### config.mk
export PLATFORM = sky130hd
export DESIGN_NAME = multi_timer
export DESIGN_NICKNAME = d
export VERILOG_FILES = /design/src/rtl/multi_timer.sv
export SDC_FILE = /design/constraint.sdc
export NUM_CORES = 1
export LEC_CHECK = 0
export ABC_AREA = 1
export CORE_AREA = 2 2 160 162
export CTS_CLUSTER_SIZE = 24
export DETAILED_ROUTE_END_ITERATION = 8
export DIE_AREA = 0 0 162 164
export DONT_BUFFER_PORTS = 1
export GPL_ROUTABILITY_DRIVEN = 1
export GPL_TIMING_DRIVEN = 1
export RECOVER_POWER = 25
export SETUP_SLACK_MARGIN = 0.5
export SYNTH_ARGS = -nofsm -noshare
export SYNTH_HDL_FRONTEND = slang
export SYNTH_SLANG_ARGS = --single-unit
### constraint.sdc
create_clock -name clk -period 4.5 [get_ports clk]
set_input_delay 0.675 -clock clk [delete_from_list [all_inputs] [get_ports clk]]
set_output_delay 0.675 -clock clk [all_outputs]
set_load 0.02 [all_outputs]
### src/rtl/multi_timer.sv
// ============================================================================
// Module   : multi_timer
// Purpose  : NUM_CH independent WIDTH-bit down-counting timers. Each channel
//            runs one-shot or periodic and can be stopped or retriggered.
//            Sticky per-channel expiry flags are masked and ORed into one
//            interrupt line.
// Ports    : clk         system clock, rising edge
//            rst_n       asynchronous active-low reset
//            clr         synchronous global clear
//            start       per-channel start/retrigger strobe
//            stop        per-channel stop strobe (wins over start)
//            periodic    per-channel mode, sampled on start
//            timer_val   per-channel load value, slice i at [i*WIDTH +: WIDTH]
//            irq_mask    per-channel interrupt enable
//            status_ack  per-channel write-1-to-clear for status
//            pulse       one-cycle expiry pulse per channel
//            busy        channel counting
//            remain      remaining count per channel, 0 when idle
//            status      sticky expiry flags
//            irq         |(status & irq_mask), combinational
// Revision : 1.0 - initial release
// ============================================================================
`default_nettype none

module multi_timer #(
  parameter int NUM_CH = 4,
  parameter int WIDTH  = 21
) (
  input  logic                      clk,
  input  logic                      rst_n,
  input  logic                      clr,
  input  logic [NUM_CH-1:0]         start,
  input  logic [NUM_CH-1:0]         stop,
  input  logic [NUM_CH-1:0]         periodic,
  input  logic [NUM_CH*WIDTH-1:0]   timer_val,
  input  logic [NUM_CH-1:0]         irq_mask,
  input  logic [NUM_CH-1:0]         status_ack,
  output logic [NUM_CH-1:0]         pulse,
  output logic [NUM_CH-1:0]         busy,
  output logic [NUM_CH*WIDTH-1:0]   remain,
  output logic [NUM_CH-1:0]         status,
  output logic                      irq
);

  typedef enum logic [1:0] {
    S_IDLE  = 2'b00,
    S_COUNT = 2'b01
  } state_t;

  localparam logic [WIDTH-1:0] C_ONE = WIDTH'(1);

  genvar gi;
  generate
    for (gi = 0; gi < NUM_CH; gi++) begin : g_ch
      state_t           state;
      logic [WIDTH-1:0] cnt;
      logic [WIDTH-1:0] load_val;
      logic             mode;
      logic             pulse_q;
      logic             busy_q;
      logic             status_q;
      logic [WIDTH-1:0] tv;
      logic [WIDTH-1:0] eff_n;

      assign tv    = timer_val[gi*WIDTH +: WIDTH];
      // A load value of zero behaves as one so the channel always expires.
      assign eff_n = (tv == '0) ? C_ONE : tv;

      always_ff @(posedge clk or negedge rst_n) begin
        if (!rst_n) begin
          state    <= S_IDLE;
          cnt      <= '0;
          load_val <= '0;
          mode     <= 1'b0;
          pulse_q  <= 1'b0;
          busy_q   <= 1'b0;
          status_q <= 1'b0;
        end else if (clr) begin
          state    <= S_IDLE;
          cnt      <= '0;
          load_val <= '0;
          mode     <= 1'b0;
          pulse_q  <= 1'b0;
          busy_q   <= 1'b0;
          status_q <= 1'b0;
        end else begin
          pulse_q <= 1'b0;
          // Ack first so that a same-edge expiry below overrides it.
          if (status_ack[gi]) begin
            status_q <= 1'b0;
          end
          case (state)
            S_IDLE: begin
              if (start[gi] && !stop[gi]) begin
                load_val <= eff_n;
                mode     <= periodic[gi];
                cnt      <= eff_n;
                state    <= S_COUNT;
                busy_q   <= 1'b1;
              end
            end
            S_COUNT: begin
              if (stop[gi]) begin
                // Stop also swallows an expiry due on this edge.
                cnt    <= '0;
                state  <= S_IDLE;
                busy_q <= 1'b0;
              end else if (start[gi]) begin
                // Retrigger swallows an expiry due on this edge.
                load_val <= eff_n;
                mode     <= periodic[gi];
                cnt      <= eff_n;
              end else if (cnt == C_ONE) begin
                pulse_q  <= 1'b1;
                status_q <= 1'b1;
                if (mode) begin
                  cnt <= load_val;
                end else begin
                  cnt    <= '0;
                  state  <= S_IDLE;
                  busy_q <= 1'b0;
                end
              end else begin
                cnt <= cnt - C_ONE;
              end
            end
            default: begin
              cnt    <= '0;
              state  <= S_IDLE;
              busy_q <= 1'b0;
            end
          endcase
        end
      end

      assign pulse[gi]                 = pulse_q;
      assign busy[gi]                  = busy_q;
      assign status[gi]                = status_q;
      assign remain[gi*WIDTH +: WIDTH] = cnt;
    end
  endgenerate

  assign irq = |(status & irq_mask);

endmodule

`default_nettype wire
---- Yosys cells after proc, flatten, opt, wreduce, memory -nomap -nowiden ----
Cells that the tools add are included.
cells by class
  reductions and logical operators ........ 29
  equal/unequal tests ..................... 32
  magnitude comparators ................... 0
  shifts and indexed selects .............. 0
  muxes and demuxes ....................... 168
  bitwise operators ....................... 1
  add/sub/neg operators ................... 4
  multipliers ............................. 0
  divide/modulo/power cells ............... 0
operator list
  operator                                                                 number
  21-bit two-way mux                                                       40
  21-bit one-hot mux with 2 select lines                                   8
  21-bit by 1-bit equality test with 1-bit output (second input constant)  4
  21-bit logical NOT                                                       4
  1-bit two-way mux                                                        84
  21-bit by 1-bit subtractor with 21-bit output (second input constant)    4
  2-bit two-way mux                                                        24
  4-bit != test (second input constant)                                    12
  3-bit != test (second input constant)                                    12
  4-bit AND reduction                                                      8
  1-bit one-hot mux with 2 select lines                                    8
  2-bit one-hot mux with 2 select lines                                    4
  3-bit nonzero test                                                       4
  2-bit by 1-bit equality test with 1-bit output (second input constant)   4
  2-bit logical NOT                                                        4
  4-bit bitwise AND                                                        1
  1-bit logical AND                                                        4
  1-bit logical NOT                                                        4
  4-bit OR reduction                                                       1
storage, ports and cells
  memories kept ........................... 0
  flip-flop bits (word level) ............. 192
  input port bits ......................... 107
  bits in writable memories ............... 0
  bits in latches ......................... 0
  output and inout bits ................... 97
  logic and storage cells ................. 262
  bits in read-only memories .............. 0

---- Longest topological paths before layout ----
  depth in word-level cells ............... 6
  depth in mapped cells ................... 13
  depth with buffers taken out ............ 13

---- Worst setup path after synthesis ----
Ideal clock, no wire load.
  path kind ............................... register to register
  from .................................... register g_ch[2].cnt[1]
  to ...................................... register g_ch[2].cnt[10]
  clock period less this slack ............ 1.818 ns
  data required time ...................... 4.383 ns
  library setup time ...................... 0.117 ns
  setup slack ............................. 2.682 ns
  path buffers ............................ 1
  stages on the path, launching flop included .. 13
  data arrival time ....................... 1.702 ns
  path through ............................ dfrtp_1 inv_1 ha_1 nand3_1 nor2_1 nand4_1 nand2_2 buf_4 nor2_1 nand2_1 nand2_1 nand2_1 nand2_1
on the way
  cells in the longest elaborated chain, start to end .. 6
  elaborated cells between the ends (all ways) .. 7
  those cells by class .................... add/sub (1); eq/ne (1); mux (5)
ends and longest elaborated chain
  element                                                                                                           RTL line  source
  start: declaration                                                                                                56        logic [WIDTH-1:0] cnt;
  start signal: assignment                                                                                          97        cnt <= eff_n;
  start signal: assignment                                                                                          112       cnt <= eff_n;
  start signal: assignment                                                                                          117       cnt <= load_val;
  21-bit by 1-bit subtractor with 21-bit output or 21-bit by 1-bit equality test with 1-bit output (tied branches)  124, 113
  21-bit two-way mux (*)                                                                                            113       end else if (cnt == C_ONE) begin
  21-bit two-way mux (*)                                                                                            108       end else if (start[gi]) begin
  21-bit two-way mux (*)                                                                                            103       if (stop[gi]) begin
  21-bit one-hot mux with 2 select lines (*)                                                                        92        case (state)
  21-bit two-way mux (*)                                                                                            78        end else if (clr) begin
Every way passes the cells marked *; elsewhere a longest branch is shown, timed or not.
A chain may end at the register's enable or synchronous reset.

---- Worst setup path after layout ----
  from .................................... register g_ch[2].cnt[1]
  to ...................................... register g_ch[2].cnt[15]
Same word-level chain as after synthesis.

==> flow_metrics.env <==
export IMPL_status="finished with violations"
export IMPL_violations="hold timing"
export IMPL_p_int_w=0.00296
export IMPL_clk_path_buf_depth=2
export IMPL_fin_crit_ps=2610
export IMPL_grt_start_max_net_pins=185
export IMPL_rsz0062_at_grt="false"
export IMPL_cts_tree="yes"
export IMPL_yosysTopAreaCell="dfrtp_1"
export IMPL_dieArea_sq_um=26600
export IMPL_highest_layer="met5"
export IMPL_async_flop_share_pct=100
export IMPL_core_sq_um=24800
export IMPL_antenna_left=0
export IMPL_power_frac_seq_pct=43.9
export IMPL_layout_commonest_cell="nand2_1"
export IMPL_tns_ps=0
export IMPL_path_clk_slew_ps=80
export IMPL_worstMarginPinSlew_ps=879
export IMPL_critPathKind="flop to flop"
export IMPL_overflow=0
export IMPL_wl_met1_microns=16800
export IMPL_vdd_drop_max_v=0.000213
export IMPL_end_kind="flop"
export IMPL_syn_inst=1907
export IMPL_area_growth_syn_to_layout_pct=5.63
export IMPL_finClkSkew_ps=16.6
export IMPL_layout_drive_gt1_share_pct=5.22
export IMPL_vias_per_cell=5.45
export IMPL_grt_pass1_vias=11600
export IMPL_dpl_cell_count=2177
export IMPL_grt_first_pass_wirelength_microns=60900
export IMPL_p_comb_share_pct=20.7
export IMPL_grt_total_usage_pct=28.9
export IMPL_htreeDepth=4
export IMPL_clock_fmax_ghz=0.384
export IMPL_die_w_microns=162
export IMPL_yosysWarnings=0
export IMPL_ys_ff_latch=184
export IMPL_arrival_ps=2940
export IMPL_yosysSeqAreaShare_pct=37.5
export IMPL_place_congestion=0.918
export IMPL_syn_num_nets=2022
export IMPL_finalPower_w=0.00461
export IMPL_synthesis_area_sq_um=12300
export IMPL_pwr_share_clk_pct=35.4
export IMPL_finalWirelength_microns=38300
export IMPL_fin_nets=1981
export IMPL_remaining_drc_errors=0
export IMPL_whs_ps=-81.3
export IMPL_cts_made_buffers=17
export IMPL_finalMaxSlewViolations=0
export IMPL_start_util_pct=49.5
export IMPL_vias=12000
export IMPL_synth_edf_count=0
export IMPL_final_cell_mix="712 x nand2_1, 228 x inv_1, 213 x nor2_1, 184 x dfrtp_1, 165 x nand3_1"
export IMPL_max_cap_violations=0
export IMPL_synthFlopType="dfrtp_1"
export IMPL_met3WireLength_microns=3030
export IMPL_met2_length_microns=17600
export IMPL_instances_no_fill=2210
export IMPL_timing_hold_violations_final=53
export IMPL_power_density_nw_per_um2=355
export IMPL_hold_path_class="input pin to asynchronous set/reset pin"
export IMPL_root_buffer="clkbuf_16"
export IMPL_crit_required_ps=4830
export IMPL_port_buffers=0
export IMPL_avgSynthCellArea_sq_um=6.44
export IMPL_slew_headroom_pct=41.3
export IMPL_num_fill_cells=2644
export IMPL_cts_repair_resized=0
export IMPL_setup_viol_count_final=0
export IMPL_synth_top_area_share_pct=37.5
export IMPL_wire_per_inst_microns=17.3
export IMPL_clock_sinks=184
export IMPL_dp_hpwl_microns=28400
export IMPL_die_h_microns=164
export IMPL_startpoint_type="flop"
export IMPL_yosys_top_cells_area="dfrtp_1 37%, nand2_1 22%, inv_1 7.0%, nand3_1 6.7%, nor2_1 6.5%"
export IMPL_antenna_found_initial=3
export IMPL_drtIter0Drc=1124
export IMPL_dr_pass1_iters=5
export IMPL_p_sw_share_pct=35.9
export IMPL_rrSetupSlack_ps=1890
export IMPL_path_max_fanout=29
export IMPL_synth_distinct_cells=40
export IMPL_num_io_pins=204
export IMPL_rows=58
export IMPL_p_leak_nw=7.03
export IMPL_power_net_switching_w=0.00165
export IMPL_period_share_pct=57.9
export IMPL_clock_latency_ps=440
export IMPL_cts_setup_buffers=0
## power by group through the flow
stage          combinational, W  sequential [W]  clock [W]
2_1_floorplan          0.000756         0.00199          0
3_3_place_gp           0.000932         0.00205          0
3_5_place_dp           0.000940         0.00205          0
4_1_cts                0.000947         0.00202    0.00165
5_1_grt                 0.00109         0.00204    0.00171
6_report               0.000954         0.00202    0.00163
## synthesized netlist by cell type, types with 3 or more instances
| cell | n |
|---|---|
| nor3_1 | 5 |
| inv_2 | 11 |
| o21ai_0 | 90 |
| nor2_4 | 12 |
| buf_1 | 4 |
| xor2_1 | 14 |
| nor2_2 | 16 |
| xnor2_1 | 6 |
| nand3b_1 | 5 |
| nand3_2 | 5 |
| buf_4 | 20 |
| dfrtp_1 | 184 |
| ha_1 | 8 |
| nor2_1 | 213 |
| a22oi_1 | 3 |
| clkbuf_1 | 21 |
| buf_6 | 5 |
| or2_2 | 3 |
| o22ai_1 | 27 |
| o21ai_1 | 33 |
| o211ai_1 | 5 |
| inv_1 | 229 |
| nand4_1 | 45 |
| a21oi_1 | 27 |
| nand2_1 | 712 |
| nand2_2 | 8 |
| nand3_1 | 165 |
| buf_2 | 16 |
## final cells by class
| cell class | instances | area (sq um) | area share [%] |
|---|---|---|---|
| Antenna cell | 1 | 2.50 | 0.0193 |
| Clock buffer | 17 | 425 | 3.28 |
| Clock inverter | 15 | 186 | 1.44 |
| Inverter | 240 | 901 | 6.95 |
| Multi-Input combinational cell | 1417 | 6390 | 49.3 |
| Sequential cell | 184 | 4600 | 35.5 |
| Tap cell | 330 | 413 | 3.18 |
| Timing Repair Buffer | 6 | 45.0 | 0.347 |
## worst max-delay path, stage by stage, from the launching register on
cell     delay, ps
dfrtp_1        490
inv_1          150
ha_1           180
nand3_1         80
nor2_1         360
nand3_2        620
nor2_1         310
nor2_1          80
nand2_1         70
nand2_1         50
nand2_1         50
nand2_1         50
## registers in the layout, indices dropped and copies added, names as in the netlist
| register | cells |
|---|---|
| g_ch.status_q | 4 |
| g_ch.cnt | 84 |
| g_ch.mode | 4 |
| g_ch.state | 1 |
| g_ch.pulse_q | 4 |
| g_ch.busy_q | 3 |
| g_ch.load_val | 84 |
## kinds of logic (layout without fill, tap and decap cells)
| kind of cell | after synthesis | after routing | share of synthesized area [%] |
|---|---|---|---|
| other cells | 0 | 1 | 0 |
| flops | 184 | 184 | 37.5 |
| buf+inv | 306 | 278 | 10.4 |
| xor+xnor | 20 | 20 | 1.43 |
| fa+ha+maj | 8 | 8 | 0.815 |
| simple gates | 1196 | 1196 | 41.3 |
| compound gates | 193 | 193 | 8.52 |
## metal layers
layer	global-route usage [%]	vias to the layer above
met2	46.6	412
met1	38.6	5648
met3	7.32	54
met5	0	-
li1	-	5925
met4	8.65	4
## worst paths after layout
path | endpoint | from | depth (start not counted)
worst min-delay path | g_ch[1].cnt[15]$_DFFE_PN0P_ | rst_n | 0
max in group asynchronous | g_ch[3].cnt[12]$_DFFE_PN0P_ | rst_n | 0
worst min register to register | g_ch[0].load_val[2]$_DFFE_PN0P_ | g_ch[0].load_val[2]$_DFFE_PN0P_ | 2
worst max register to register | g_ch[2].cnt[15]$_DFFE_PN0P_ | g_ch[2].cnt[1]$_DFFE_PN0P_ | 11
min in group clk | g_ch[1].busy_q$_DFFE_PN0P_ | clr | 1
worst max-delay path | g_ch[2].cnt[15]$_DFFE_PN0P_ | g_ch[2].cnt[1]$_DFFE_PN0P_ | 11
## metrics by stage
stage	util [%]	setup WS, ps	hold WS, ps	area [sq um]
3_3_place_gp	49.8	1850	383	12400
6_report	52.3	1890	-81.3	13000
2_1_floorplan	-	2680	379	12300
5_1_grt	52.3	1690	-98.5	13000
3_5_place_dp	49.8	1760	383	12400
4_1_cts	52.3	1960	-89.7	13000
Power figures use the tool's default switching activity.
